File: src/rtl/reg_universal_n.sv
// Universal WIDTH-bit register: hold/load/shift/rotate/inc/clear, plus a shift/rotate-by-N engine.
// Optional even-parity output `par` is enabled by defining REG_UNIVERSAL_N_PARITY_EN.
module reg_universal_n #(
  parameter int WIDTH = 8,
  parameter int CNT_W = 4
) (
  input  logic             clk,
  input  logic             rst,
  input  logic             en,
  input  logic [2:0]       mode,
  input  logic [WIDTH-1:0] d,
  input  logic             sin,
  input  logic [CNT_W-1:0] amt,
  input  logic             start,
  output logic [WIDTH-1:0] q,
  output logic             sout,
  output logic             busy,
  output logic             done,
  output logic [1:0]       fsm_state
`ifdef REG_UNIVERSAL_N_PARITY_EN
  ,
  output logic             par
`endif
);

  // Handshake: start is accepted only in IDLE or DONE and only for modes 010-101;
  // busy is high exactly while stepping (RUN), done pulses for one cycle (DONE).
  typedef enum logic [1:0] {IDLE = 2'd0, RUN = 2'd1, DONE = 2'd2} state_t;

  localparam logic [CNT_W-1:0] CNT_ONE = {{(CNT_W-1){1'b0}}, 1'b1};
  localparam logic [WIDTH-1:0] Q_ONE   = {{(WIDTH-1){1'b0}}, 1'b1};

  state_t           state, state_n;
  logic [WIDTH-1:0] q_n;
  logic             sout_n;
  logic [CNT_W-1:0] cnt, cnt_n;
  logic [2:0]       lmode, lmode_n;
  logic             is_shift;

  // Returns {sout, q} after one step of operation m.
  function automatic logic [WIDTH:0] step_fn(
    input logic [2:0]       m,
    input logic [WIDTH-1:0] cur,
    input logic             cur_sout,
    input logic             s_in,
    input logic [WIDTH-1:0] data
  );
    logic [WIDTH:0] r;
    case (m)
      3'b001:  r = {cur_sout, data};
      3'b010:  r = {cur[WIDTH-1], cur[WIDTH-2:0], s_in};
      3'b011:  r = {cur[0], s_in, cur[WIDTH-1:1]};
      3'b100:  r = {cur[WIDTH-1], cur[WIDTH-2:0], cur[WIDTH-1]};
      3'b101:  r = {cur[0], cur[0], cur[WIDTH-1:1]};
      3'b110:  r = {cur_sout, cur + Q_ONE};
      3'b111:  r = {cur_sout, {WIDTH{1'b0}}};
      default: r = {cur_sout, cur};
    endcase
    return r;
  endfunction

  assign is_shift = (mode >= 3'b010) && (mode <= 3'b101);

  always_comb begin
    state_n = state;
    q_n     = q;
    sout_n  = sout;
    cnt_n   = cnt;
    lmode_n = lmode;
    case (state)
      RUN: begin
        {sout_n, q_n} = step_fn(lmode, q, sout, sin, d);
        cnt_n = cnt - CNT_ONE;
        if (cnt == CNT_ONE) state_n = DONE;
      end
      default: begin
        state_n = IDLE;
        if (start && is_shift) begin
          if (amt != '0) begin
            lmode_n = mode;
            cnt_n   = amt;
            state_n = RUN;
          end else begin
            state_n = DONE;
          end
        end else if (en) begin
          {sout_n, q_n} = step_fn(mode, q, sout, sin, d);
        end
      end
    endcase
  end

  always_ff @(posedge clk) begin
    if (rst) begin
      state <= IDLE;
      q     <= '0;
      sout  <= 1'b0;
      cnt   <= '0;
      lmode <= 3'b000;
    end else begin
      state <= state_n;
      q     <= q_n;
      sout  <= sout_n;
      cnt   <= cnt_n;
      lmode <= lmode_n;
    end
  end

  assign busy      = (state == RUN);
  assign done      = (state == DONE);
  assign fsm_state = state;

`ifdef REG_UNIVERSAL_N_PARITY_EN
  assign par = ^q;
`endif

endmodule

File: config.mk
export PLATFORM = sky130hd
export DESIGN_NAME = reg_universal_n
export DESIGN_NICKNAME = d
export VERILOG_FILES = /design/src/rtl/reg_universal_n.sv
export SDC_FILE = /design/constraint.sdc
export NUM_CORES = 1
export LEC_CHECK = 0
export ABC_AREA = 1
export CORE_ASPECT_RATIO = 1.75
export CORE_UTILIZATION = 48
export DETAILED_ROUTE_END_ITERATION = 10
export GPL_TIMING_DRIVEN = 0
export PLACE_DENSITY = 0.81
export SLEW_MARGIN = 40
export SYNTH_ARGS = -nofsm -noshare
export SYNTH_HDL_FRONTEND = slang
export SYNTH_SLANG_ARGS = --single-unit
File: constraint.sdc
create_clock -name clk -period 1.31 [get_ports clk]
set_input_delay 0.1965 -clock clk [delete_from_list [all_inputs] [get_ports clk]]
set_output_delay 0.1965 -clock clk [all_outputs]
set_load 0.1 [all_outputs]
======== Word level (Yosys, flattened, before mapping) ========
Index checks and enable logic that the tools add are counted.
cells by class
  equal/unequal tests ..................... 27
  bitwise logic cells ..................... 1
  reduce and logical (&&, ||, !) cells .... 12
  mux-type cells .......................... 15
  $lt $le $gt $ge ......................... 2
  add/sub/neg operators ................... 2
operator list
  operator             number
  $pmux 9 s7           2
  $eq 3x3->1 const B   8
  $mux 8               3
  $ne 2x2->1 const B   7
  $eq 3x2->1 const B   4
  $mux 4               3
  $reduce_and 10->1    1
  $add 8x1->8 const B  1
  $mux 2               4
  $ne 8x1->1 const B   1
  $reduce_bool 8->1    1
  $eq 3x1->1 const B   2
  $reduce_bool 2->1    3
  $ne 5x1->1 const B   1
  $reduce_bool 5->1    1
  $eq 4x1->1 const B   1
  $reduce_and 4->1     1
  $reduce_bool 4->1    1
  $sub 4x1->4 const B  1
  $ge 3x2->1 const B   1
  $le 3x3->1 const B   1
  $mux 1               3
  $reduce_and 3->1     1
  $eq 2x1->1 const B   1
  5 further kinds      6
word-level totals
  register bits ........................... 18
  logic and storage cells ................. 64
  output and inout bits ................... 13

======== Logic depth before layout (Yosys ltp) ========
Gate-level depths: netlist of run 1.
  depth in word-level cells ............... 5
  mapped depth ............................ 11
  mapped depth without buffers ............ 11

======== Worst setup path after synthesis of run 1 ========
Ideal clock, no wire load.
  kind .................................... register to register
  start ................................... register state[0] (netlist: fsm_state[0])
  end ..................................... register q[2]
  period minus slack after synthesis ...... 2.877 ns
  cell stages (with the launch flop) ...... 9
  arrival ................................. 2.768 ns
  data required time ...................... 1.201 ns
  library setup time ...................... 0.109 ns
  setup slack ............................. -1.567 ns
  path through ............................ dfxtp_1 nand2_2 inv_2 clkbuf_1 a21oi_1 nand2_1 nand3_1 nand2_1 inv_1
on the way
  cells in the longest elaborated chain, start to end .. 3
  elaborated cells between the ends (all ways) .. 7
RTL lines
  item                                                 RTL line  RTL
  start: declaration                                   33        state_t state, state_n;
  start signal: assignment                             101       state <= state_n;
  $eq 2x1->1 (*)                                       --
  named net busy                                       17        output logic busy,
  $ne 8x1->1 (no source line) (tied with other cells)  --
  $reduce_and 4->1 (no source line)                    --
  end signal: assignment                               102       q <= q_n;
  end: declaration                                     15        output logic [WIDTH-1:0] q,
Mark *: on every way through the listed nets, which the timed path passes. The rest lies on a longest branch.
A chain may end at the register's enable or synchronous reset.

======== Final worst setup path of run 1 ========
  start ................................... register q[0]
  end ..................................... register q[7]
on the way
  cells in the longest elaborated chain, start to end .. 5
  elaborated cells between the ends (all ways) .. 6
RTL lines
  item         RTL line  RTL
  $add 8x1->8  55        3'b110: r = {cur_sout, cur + Q_ONE};
  $pmux 9 s7   49        case (m)
  $mux 8       86        end else if (en) begin
  $mux 8       78        if (start && is_shift) begin
  $mux 8 (*)   70        case (state)
Mark *: on every way between the ends. The rest lies on a longest branch, timed or not. The select of a mux whose other input is x is not followed.

==> flow_summary.toml, run 1 <==
[timing]
maxSlewViolCount = 0
post-route-min-period_ns = 1.49
rsz0062_at_grt = "yes"
setup-violations-final = 10
slew_headroom_pct = 67.9
worstMarginPinSlew_ns = 0.485
fin_crit_sh_pct = 114
skew_ns = 0.00669
hold_viol_final = 0
max_freq_ghz = 0.669
tns_ns = -0.839
setup_ws_ns = -0.184

[setup_path]
worst_ep_required_time_ns = 1.48
r2r_cells = 10
crit_fanout = 5
endpoint_kind = "register"
cp.arrival_ns = 1.66
worstPathCellList = "buf_4 -> buf_6 -> nand4_1 -> nand3_1 -> nor2_1 -> nand2_1 -> nand2_1 -> nand3_1 -> nand2_1 -> inv_1"
cp_slowest_stage_delay_ns = 0.38
crit_slowest_cell = "dfxtp_4"
startpoint_type = "register"
timing.critical_path.mode_cell = "nand2_1"
critical_path_class = "register to register"

[global_routing]
grt_pass1_vias = 2307
grt_overflow_total = 0
grt_usage_pct = 32.2
grt_pass1_wl_mm = 10.3
antenna_found_initial = 0
grt_start_max_net_pins = 11

[cells_and_area]
drive_gt1_share_pct = 34.2
final.fill_count = 274
area_growth_pct = 55.1
layout_common_cells = "nand2_1 (82), inv_1 (37), nand3_1 (34)"
layout.cells.most_common = "nand2_1"
final_nets = 407
num_antenna_cells = 0

[logic_synthesis]
synth_seq_cells = 18
netlist_area_um2 = 1810
avgSynthCellArea_um2 = 5.67
synth_warnings = 0
syn_nets = 343
yosysSeqAreaShare_pct = 19.9
synth_cells = 320
ys_types = 28

[floorplanning]
rows = 29
core-area_um2 = 3630
io_pins = 33
initial_utilization_pct = 50.0
dieArea_um2 = 4040
die_y_um = 83.3
die-width_um = 48.5

[power]
p_leak_nw = 1.31
ir_drop_mv = 0.791
design_power_total_mw = 2.84
power_density_nw_per_um2 = 1010

[cts]
h-tree-depth = 1
cts.sinks = 18
clk_path_buf_depth = 2
cts_buffers = 3
clkTransAtPathRegs_ns = 0.08
insertion_delay_ns = 0.27
cts_root_buffer = "clkbuf_8"
tritoncts = "done"

[placed_design]
hpwlAfterDp_mm = 4.17
port_buffers = 32
gp_congestion = 0.923

[job]
drv_cap = 0

[routing]
ant_nets = 0
first_iter_violations = 163
dr.pass1.iters = 5
wl_per_cell_um = 17.2
drc = 0
num_vias = 2623
finalWirelength_mm = 7.36
via_per_inst = 6.11

[worst_hold_path]
hold_path_class = "input pin to register"
hold_depth = 3

[run_status]
status = "finished, violations left"
failed_checks = "setup timing"
==> synthesized netlist by cell type, drive strengths merged <==
library cell  number  area [µm²]
nor2              35         179
xor2               2        17.5
nand3b             2        15.0
clkinv             2        10.0
o21ai             12        60.1
nand2             96         390
or2                1        6.26
inv               45         169
nor3               4        20.0
ha                 3        37.5
buf                6        30.0
a21oi             31         159
clkbuf             3        11.3
a31oi             11        68.8
dfxtp             18         360
o211ai             1        12.5
nand4              5        31.3
nand3             42         228
o21bai             1        7.51
==> power by group <==
| group | switching (mW) | internal [mW] | total (mW) |
|---|---|---|---|
| combinational | 1.07 | 0.559 | 1.63 |
| clock | 0.224 | 0.268 | 0.493 |
| sequential | 0.0944 | 0.626 | 0.721 |
==> worst paths after layout <==
kind / slack, ns / start / endpoint
setup / recovery: -0.18 / q[0] / q[7]
hold / removal: 0.37 / mode[1] / lmode[1]
setup reg to reg: -0.18 / q[0] / q[7]
hold reg to reg: 0.49 / cnt[1] / cnt[1]
==> routing by layer <==
layer | up-vias | wire length, µm | GRT usage (%)
met1 | 1168 | 2380 | 33.8
met3 | 87 | 657 | 2.38
met5 | - | 0 | 0
met2 | 194 | 3580 | 60.4
met4 | 0 | 750 | 19.0
li1 | 1174 | - | -
==> state kept, by name, indices dropped and copies added, names as in the netlist <==
register,flops
sout,1
lmode,3
q,8
cnt,4
fsm_state,2
==> per-stage QoR <==
stage,std cells,instance area (µm²),hold WS (ns),setup WS (ns),utilization [%]
floorplan,320,1970,0.332,-0.135,-
global placement,398,2350,0.467,-0.778,64.7
detailed placement,398,2280,0.475,-0.705,62.9
CTS,422,2620,0.477,-0.0252,72.2
global route,429,2810,0.401,-0.184,77.5
finish,429,2810,0.366,-0.184,77.5
==> cell type report <==
| class | count | area, µm² | share of cell area, % |
|---|---|---|---|
| inverter | 47 | 201 | 7.17 |
| sequential | 18 | 410 | 14.6 |
| multi-input combinational | 246 | 1460 | 51.8 |
| tap | 46 | 57.6 | 2.05 |
| clock buffer | 4 | 55.1 | 1.96 |
| timing repair buffer | 59 | 543 | 19.3 |
| buffer | 9 | 88.8 | 3.16 |
==> critical path, delay by kind of cell (launching register included) <==
family,cells,cell delay [ns]
buffers and inverters,3,0.29
AND/OR/NAND/NOR,7,0.70
flip-flops,1,0.38
==> logic make-up (layout without fill, tap and decap cells) <==
logic type | count (synthesis) | in the layout | share of synthesized area (%)
AO/OA/AOI/OAI | 56 | 56 | 17.0
XOR/XNOR | 2 | 2 | 0.966
AND/OR/NAND/NOR | 185 | 185 | 48.0
flip-flops | 18 | 18 | 19.9
buffers and inverters | 56 | 119 | 12.1
adder cells (fa/ha/maj) | 3 | 3 | 2.07
==> repair_timing <==
item                                    in CTS  in global routing
hold buffers                                 0                  0
buffers inserted                            19                  7
cloned                                       1                  0
endpoints found under the setup margin      22                 18
pin swaps                                    8                 16
resized for setup                           40                 38
(Power assumes the default switching activity.)
==> run 2: changes to the inputs <==
--- a/config.mk
+++ b/config.mk
@@ -6,6 +6,7 @@
 export NUM_CORES = 1
 export LEC_CHECK = 0
 export ABC_AREA = 1
+export CAP_MARGIN = 20
 export CORE_ASPECT_RATIO = 1.75
 export CORE_UTILIZATION = 48
 export DETAILED_ROUTE_END_ITERATION = 10
==> results of run 2 <==
No change in the layout: final DEF, timing and power equal those of run 1.
==> run 3: changes to the inputs <==
--- a/config.mk
+++ b/config.mk
@@ -11,7 +11,7 @@
 export CORE_UTILIZATION = 48
 export DETAILED_ROUTE_END_ITERATION = 10
 export GPL_TIMING_DRIVEN = 0
-export PLACE_DENSITY = 0.81
+export PLACE_DENSITY = 0.77
 export SLEW_MARGIN = 40
 export SYNTH_ARGS = -nofsm -noshare
 export SYNTH_HDL_FRONTEND = slang
==> run 3 against run 2 <==
Against the previous run:
- the flow still finishes with violations (setup timing)
- clock-buffer cell count unchanged
- non-clock buffer count increased by 4
- clock power decreased by 9.7%
- register-to-register slack improved by 0.06 ns
- critical path depth unchanged
- critical path type unchanged
==> flow_summary.toml, run 3 (same netlist as run 1, synthesis figures left out) <==
[routing]
num_vias = 2587
dr.pass1.iters = 6
wl_met2_mm = 3.95
drt-met1-wl_mm = 2.51
ant_nets = 0
routed.top_layer = "met4"
first_iter_violations = 142
via_per_inst = 5.97
drc = 0
finalWirelength_mm = 7.62
wl_met3_um = 666
wl_per_cell_um = 17.6

[cts]
insertion_delay_ns = 0.27
cts_buffers = 3
hold_buffers = 0
cts.sinks = 18
clk_path_buf_depth = 2
clkTransAtPathRegs_ns = 0.09
cts_root_buffer = "clkbuf_8"
h-tree-depth = 1
tritoncts = "done"

[cells_and_area]
largest_reg_flops = 8
layout.cells.most_common = "nand2_1"
top_register = "q"
final.fill_count = 255
num_antenna_cells = 0
drive_gt1_share_pct = 38.0
area_growth_pct = 62.0
fin_cells = 433
layout_common_cells = "nand2_1 (75), inv_1 (37), a21oi_1 (29)"
top_regs = "q (8), cnt (4), lmode (3)"
final_nets = 411

[timing]
setup_ws_ns = -0.122
rsz0062_at_grt = "yes"
slew_headroom_pct = 67.7
worstMarginPinSlew_ns = 0.488
hold_viol_final = 0
fin_crit_sh_pct = 109
post-route-min-period_ns = 1.43
maxSlewViolCount = 0
max_freq_ghz = 0.698
setup-violations-final = 10
skew_ns = 0.0209
tns_ns = -0.632
whs_ns = 0.361

[worst_hold_path]
min_to = "lmode[1]"
hold_path_class = "input pin to register"
hold_depth = 3
worstHoldStart = "mode[1]"

[placed_design]
gp_congestion = 0.942
port_buffers = 32
hpwlAfterDp_mm = 4.29
place_inst = 398

[power]
p_leak_nw = 1.35
ir_drop_mv = 0.812
design_power_total_mw = 2.92
power_density_nw_per_um2 = 993

[global_routing]
grt_start_max_net_pins = 11
grt_pass1_wl_mm = 10.6
grt_usage_pct = 33.5
grt_overflow_total = 0
antenna_found_initial = 0
grt_pass1_vias = 2343

[floorplanning]
core-area_um2 = 3630
die-width_um = 48.5
dieArea_um2 = 4040
die_y_um = 83.3
rows = 29
io_pins = 33
initial_utilization_pct = 50.0

[setup_path]
critical_path_class = "register to register"
reg2reg_to = "q[0]"
r2r_start = "lmode[0]"
endpoint_kind = "register"
r2r_cells = 10
cp.arrival_ns = 1.61
startpoint_type = "register"
crit_fanout = 4
rrSetupSlack_ns = -0.12
worst_ep_required_time_ns = 1.48

[run_status]
status = "finished, violations left"
failed_checks = "setup timing"

[job]
drv_cap = 0
## run 3: changes by cell type in the layout (fill, tap and decap cells not counted), moves of 2 or more
cell      previous run  this run
a21oi_1             27        29
a21oi_4              2         0
buf_12               2         4
buf_2               14        12
buf_6                5         8
clkbuf_2             1         3
nand2_1             82        75
nand2_2              7        13
nand3_1             34        28
nand3_2              5        10
## run 3: worst max path at each step
stage                 startpoint    to  slack [ns]  cells past startpoint
floorplan                   q[1]  q[4]       -0.13                     10
CTS                 fsm_state[1]  q[6]       -0.06                     11
global route            lmode[0]  q[0]       -0.19                     10
finish                  lmode[0]  q[0]       -0.12                     10
global placement    fsm_state[1]  busy       -0.78                      5
detailed placement       mode[1]  q[6]       -0.70                      9
## run 3: timing repair
action	CTS	global route
gates resized for setup	45	55
pin swaps	13	29
cloned	1	1
buffers inserted	13	16
setup endpoints to repair	22	21
## run 3: layout make-up
cell class,count,area [µm²],area share [%]
buffer,9,100,3.41
multi-input combinational,246,1520,51.7
tap,46,57.6,1.96
inverter,47,196,6.69
clock buffer,4,45.0,1.53
timing repair buffer,63,609,20.7
sequential,18,409,13.9
## run 3: layer usage
metal,vias to the layer above,GRT usage (%)
met1,1140,34.6
met3,60,2.20
met2,206,64.0
met4,0,19.5
li1,1181,-
met5,-,0
## run 3: where the power goes
part           internal [mW]  leakage (nW)  switching (mW)
clock network          0.217        0.0228           0.228
logic                  0.624          1.17            1.12
registers              0.626         0.157           0.103
total                   1.47          1.35            1.45
## run 3: critical path: stages, from the launching register on
cell,delay [ns]
dfxtp_4,0.37
clkinvlp_4,0.14
buf_6,0.17
nand3_2,0.07
o21ai_2,0.06
nor2_2,0.16
nand2_1,0.08
nand2_1,0.10
nand3_2,0.09
nand2_1,0.07
inv_1,0.05
## run 3: through the flow
step	utilization, %	worst slack [ns]	cell area, µm²
global placement	64.7	-0.780	2350
finish	80.9	-0.122	2940
global route	80.9	-0.191	2940
floorplan	-	-0.135	1970
detailed placement	62.9	-0.701	2280
CTS	72.1	-0.0554	2620
